<file path="src/rtl/as_sdc_requester.sv">
// AS-side requester for the shutdown-circuit (SDC) controller.
// Sequences the close request, runs the watchdog square wave and latches emergencies.
module as_sdc_requester #(
   parameter int WD_HALF_PERIOD = 500,
   parameter int HB_TIMEOUT     = 2000,
   parameter int READY_TIMEOUT  = 1000,
   parameter int DEBOUNCE       = 4
) (
   input  logic       clk,
   input  logic       reset,
   input  logic       as_request,
   input  logic       as_mission_auto,
   input  logic       as_heartbeat,
   input  logic       sdc_is_ready,
   input  logic       shutdown_circuit,
   output logic       watchdog,
   output logic       as_close_sdc,
   output logic       as_driving_mode,
   output logic [2:0] state,
   output logic       fault,
   output logic [1:0] fault_code
);

   localparam int HBW = $clog2(HB_TIMEOUT + 1);
   localparam int RBW = $clog2(READY_TIMEOUT + 1);
   localparam int OBW = $clog2(DEBOUNCE + 1);
   localparam int WBW = $clog2(WD_HALF_PERIOD + 1);

   localparam logic [HBW-1:0] HB_MAX    = HBW'(HB_TIMEOUT);
   localparam logic [RBW-1:0] RDY_MAX   = RBW'(READY_TIMEOUT);
   localparam logic [RBW-1:0] RDY_LAST  = RBW'(READY_TIMEOUT - 1);
   localparam logic [OBW-1:0] OPEN_MAX  = OBW'(DEBOUNCE);
   localparam logic [OBW-1:0] OPEN_LAST = OBW'(DEBOUNCE - 1);
   localparam logic [WBW-1:0] WD_LAST   = WBW'(WD_HALF_PERIOD - 1);

   typedef enum logic [2:0] {
      S_IDLE      = 3'd0,
      S_REQUEST   = 3'd1,
      S_WAIT      = 3'd2,
      S_CLOSED    = 3'd3,
      S_EMERGENCY = 3'd4
   } state_t;

   state_t         cur, nxt;
   logic [1:0]     nxt_fc;
   logic [HBW-1:0] hb_cnt;
   logic [RBW-1:0] rdy_cnt;
   logic [OBW-1:0] open_cnt;
   logic [WBW-1:0] wd_div;
   logic           hb_alive, rdy_hit, open_hit;

   assign hb_alive = (hb_cnt < HB_MAX);
   // Hit flags look at the value the counter reaches on this edge.
   assign rdy_hit  = (rdy_cnt >= RDY_LAST);
   assign open_hit = !shutdown_circuit && (open_cnt >= OPEN_LAST);
   assign state    = cur;

   always_comb begin
      nxt    = cur;
      nxt_fc = fault_code;
      case (cur)
         S_IDLE: if (as_request && hb_alive) nxt = S_REQUEST;
         S_REQUEST: begin
            if (!hb_alive)        begin nxt = S_EMERGENCY; nxt_fc = 2'b11; end
            else if (!as_request) nxt = S_IDLE;
            else                  nxt = S_WAIT;
         end
         S_WAIT: begin
            if (!hb_alive)         begin nxt = S_EMERGENCY; nxt_fc = 2'b11; end
            else if (rdy_hit)      begin nxt = S_EMERGENCY; nxt_fc = 2'b01; end
            else if (sdc_is_ready) nxt = S_CLOSED;
            else if (!as_request)  nxt = S_IDLE;
         end
         S_CLOSED: begin
            if (!hb_alive)        begin nxt = S_EMERGENCY; nxt_fc = 2'b11; end
            else if (open_hit)    begin nxt = S_EMERGENCY; nxt_fc = 2'b10; end
            else if (!as_request) nxt = S_IDLE;
         end
         S_EMERGENCY: nxt = S_EMERGENCY;
         default:     nxt = S_IDLE;
      endcase
   end

   always_ff @(posedge clk) begin
      if (reset) begin
         cur             <= S_IDLE;
         as_close_sdc    <= 1'b0;
         as_driving_mode <= 1'b0;
         fault           <= 1'b0;
         fault_code      <= 2'b00;
      end else begin
         cur          <= nxt;
         as_close_sdc <= (nxt == S_REQUEST) || (nxt == S_WAIT) || (nxt == S_CLOSED);
         fault        <= fault || (nxt == S_EMERGENCY);
         fault_code   <= nxt_fc;
         if (cur == S_IDLE && nxt == S_REQUEST)
            as_driving_mode <= as_mission_auto;
         else if (nxt == S_IDLE || nxt == S_EMERGENCY)
            as_driving_mode <= 1'b0;
      end
   end

   always_ff @(posedge clk) begin
      if (reset) begin
         hb_cnt   <= '0;
         rdy_cnt  <= '0;
         open_cnt <= '0;
      end else begin
         if (as_heartbeat)          hb_cnt <= '0;
         else if (hb_cnt < HB_MAX)  hb_cnt <= hb_cnt + 1'b1;

         if (cur != S_WAIT)          rdy_cnt <= '0;
         else if (rdy_cnt < RDY_MAX) rdy_cnt <= rdy_cnt + 1'b1;

         if (cur != S_CLOSED || shutdown_circuit) open_cnt <= '0;
         else if (open_cnt < OPEN_MAX)            open_cnt <= open_cnt + 1'b1;
      end
   end

   // Gate on the next state so the wave stops on the same edge EMERGENCY is entered.
   always_ff @(posedge clk) begin
      if (reset || !hb_alive || nxt == S_EMERGENCY) begin
         watchdog <= 1'b0;
         wd_div   <= '0;
      end else if (wd_div >= WD_LAST) begin
         watchdog <= !watchdog;
         wd_div   <= '0;
      end else begin
         wd_div <= wd_div + 1'b1;
      end
   end

endmodule

</file>
<file path="config.mk">
export PLATFORM = sky130hd
export DESIGN_NAME = as_sdc_requester
export DESIGN_NICKNAME = d
export VERILOG_FILES = /design/src/rtl/as_sdc_requester.sv
export SDC_FILE = /design/constraint.sdc
export NUM_CORES = 1
export LEC_CHECK = 0
export ABC_AREA = 1
export BUFFER_PORTS_ARGS = -buffer_cell sky130_fd_sc_hd__buf_2
export CAP_MARGIN = 20
export CORE_MARGIN = 2
export CORE_UTILIZATION = 35
export DETAILED_ROUTE_END_ITERATION = 7
export GPL_ROUTABILITY_DRIVEN = 0
export PLACE_DENSITY = 0.49
export SLEW_MARGIN = 20
export SYNTH_ARGS = -nofsm -noshare
export SYNTH_HDL_FRONTEND = slang
export SYNTH_SLANG_ARGS = --single-unit
</file>
<file path="constraint.sdc">
create_clock -name clk -period 4.5 [get_ports clk]
set_input_delay 0.45 -clock clk [delete_from_list [all_inputs] [get_ports clk]]
set_output_delay 0.45 -clock clk [all_outputs]
set_load 0.05 [all_outputs]
</file>
==> impl_metrics.env <==
export IMPL_yosys_most_used_dff="dfxtp_1"
export IMPL_syn_nets=273
export IMPL_wirelength_um=3760
export IMPL_syn_inst=261
export IMPL_io_pins=16
export IMPL_grt_max_degree=19
export IMPL_drive_above_1_share=0.152
export IMPL_timing_slew_headroom=0.740
export IMPL_crit_type="flip-flop to flip-flop"
export IMPL_placed_cells=347
export IMPL_layout_min_cycle_time_ps=1640
export IMPL_synth_distinct_cells=32
export IMPL_cts_sinks=42
export IMPL_num_vias=1621
export IMPL_die_height_um=79.8
export IMPL_yosys_area_share_simple=0.295
export IMPL_critPathMaxFanout=9
export IMPL_dpl_cell_area_um2=2170
export IMPL_cts_buffers=5
export IMPL_arrival_ps=1870
export IMPL_fin_area_um2=2260
export IMPL_p_leak_uw=0.00100
export IMPL_track_usage=0.134
export IMPL_status="finished, final reports clean"
export IMPL_dp_slack_ps=2830
export IMPL_fin_setup_tns_ps=0
export IMPL_core_um2=5540
export IMPL_skew_ps=7.12
export IMPL_tightest_slew_ps=388
export IMPL_areaGrowthSynthToFinish_pct=12.4
export IMPL_synth_mux_area_fraction=0
export IMPL_synthAdderAreaFrac=0.0311
export IMPL_peakVddDrop_v=0.000205
export IMPL_syn_area_per_cell_um2=7.71
export IMPL_dieArea_um2=6370
export IMPL_synth_edf_count=0
export IMPL_initial_core_util=0.363
export IMPL_dp_final_hpwl_um=2810
export IMPL_ys_async_sr_fraction=0
export IMPL_drtIter0Drc=56
export IMPL_yosys_top_cells_area="dfxtp_1, nand2_1, inv_1"
export IMPL_cts_tree="yes"
export IMPL_grt_setup_unrepaired="false"
export IMPL_hold_viol=0
export IMPL_synth_top_family_by_area="simple AND/OR/NAND/NOR gates"
export IMPL_drv_slew=0
export IMPL_die_w_um=79.8
export IMPL_cap_violations=0
export IMPL_antenna_found_initial=0
export IMPL_power_density_nw_per_um2=299
export IMPL_cts_setup_buffers=0
export IMPL_io_buffers=15
export IMPL_nets=294
export IMPL_crit_path_end_kind="flip-flop"
export IMPL_clk_pin_slew_worst_paths_ps=80
export IMPL_cts_hold_fix_buffers=0
export IMPL_drc_errors=0
export IMPL_yosys_area_top_type="dfxtp_1"
export IMPL_synth_warnings=0
export IMPL_synth_xor_area_share=0.0653
export IMPL_cts_htree_levels=2
export IMPL_via_per_inst=4.57
export IMPL_setup_viol=0
export IMPL_synth_top_area_share=0.418
export IMPL_setup_ws_ps=2860
export IMPL_seq_area_frac_synth=0.418
export IMPL_clock_path_buffers=2
export IMPL_stdcell_count=355
export IMPL_first_global_vias=1578
export IMPL_hold_class="input port to flip-flop"
export IMPL_ys_ff_latch=42
export IMPL_grt_ovfl_total=0
export IMPL_timing_fmax_mhz=608
export IMPL_drt_pass1_iterations=4
export IMPL_antenna_left=0
export IMPL_grt_pass1_wl_um=6820
export IMPL_syn_area_um2=2010
export IMPL_synth_compound_area_frac=0.114
export IMPL_finalCritPeriodShare=0.365
export IMPL_post_cts_resized=0
export IMPL_std_cell_rows=27
export IMPL_cp_start_kind="flip-flop"
export IMPL_post_drt_wl_per_cell_um=10.6
export IMPL_root_buffer="clkbuf_8"
export IMPL_clock_latency_ps=290
export IMPL_diodes=0
export IMPL_crit_required_ps=4730
[cells in the mapped netlist (2+ instances only)]
library cell / count
a21oi_1: 16
dfxtp_1: 42
ha_1: 5
inv_1: 36
inv_2: 2
nand2_1: 42
nand2_2: 5
nand3_1: 18
nand4_1: 7
nor2_1: 35
nor2_2: 2
nor2_4: 3
nor3_1: 3
nor4_1: 2
o21a_1: 2
o21ai_0: 12
xnor2_1: 6
xor2_1: 9
[final cells by class]
cell class	instances	area, um^2
clock inverters	1	5.00
well taps	72	90.1
flip-flops and latches	42	841
fillers	569	3280
clock buffers	7	86.3
inverters	39	149
multi-input cells	179	1020
repair buffers	15	75.1
[layer usage]
metal,vias up,GRT usage,part of all wire
li1,881,-,-
met1,724,0.161,0.50
met5,-,0,0
met3,4,0.0385,0.030
met2,12,0.225,0.46
met4,0,0.0525,0.010
[stage by stage]
stage | utilization | power, uW | hold WS, ps
floorplan | - | 423 | 418
CTS | 0.408 | 691 | 424
finish | 0.408 | 676 | 429
global placement | 0.392 | 437 | 432
global route | 0.408 | 711 | 448
detailed placement | 0.392 | 437 | 439
[cells in the final DEF (no fill, tap or decap), drive strengths merged]
| cell | instances |
|---|---|
| nand3b | 1 |
| clkbuf | 7 |
| nor3b | 1 |
| a311oi | 1 |
| buf | 15 |
| dfxtp | 42 |
| o211ai | 1 |
| or2 | 1 |
| inv | 39 |
| nand3 | 18 |
| clkinv | 1 |
| o21ai | 13 |
| nand4 | 9 |
| a21oi | 17 |
| xor2 | 9 |
| nor2 | 40 |
| nand2 | 47 |
| a21boi | 1 |
| xnor2 | 6 |
| nor3 | 4 |
| a22oi | 1 |
| nor4 | 2 |
| o21a | 2 |
| ha | 5 |
[sequential cells by signal, summed over array words and instances (netlist names), 2 cells and up]
register,flops
rdy_cnt,10
hb_cnt,11
open_cnt,3
fault_code,2
wd_div,9
state,3
[worst paths after layout]
kind                     from            end  cells after the start  slack [ps]
setup / recovery  open_cnt[0]      wd_div[8]                      9        2860
setup reg to reg  open_cnt[0]      wd_div[8]                      9        2860
hold reg to reg     wd_div[0]      wd_div[0]                      1         450
hold / removal          reset  fault_code[0]                      2         430
[logic make-up (layout without fill, tap and decap cells)]
group | Yosys count | count (layout)
flops | 42 | 42
simple gates | 123 | 123
compound gates | 36 | 36
xor+xnor | 15 | 15
buf+inv | 40 | 62
fa+ha+maj | 5 | 5
[where the power goes]
| group | leakage, uW | switching, uW | internal, uW |
|---|---|---|---|
| sequential | 0.000340 | 4.73 | 378 |
| clock | 0.0000482 | 125 | 124 |
| combinational | 0.000615 | 31.0 | 13.6 |
[critical path, stage by stage, from the launching register on]
cell     delay [ps]
dfxtp_1         330
ha_1            210
ha_1            180
nor2_1           80
nand2_1          80
nand2_1          90
nand2_1          90
a22oi_4         210
nand4_4         200
nor2_1          120
(Power assumes the default switching activity.)
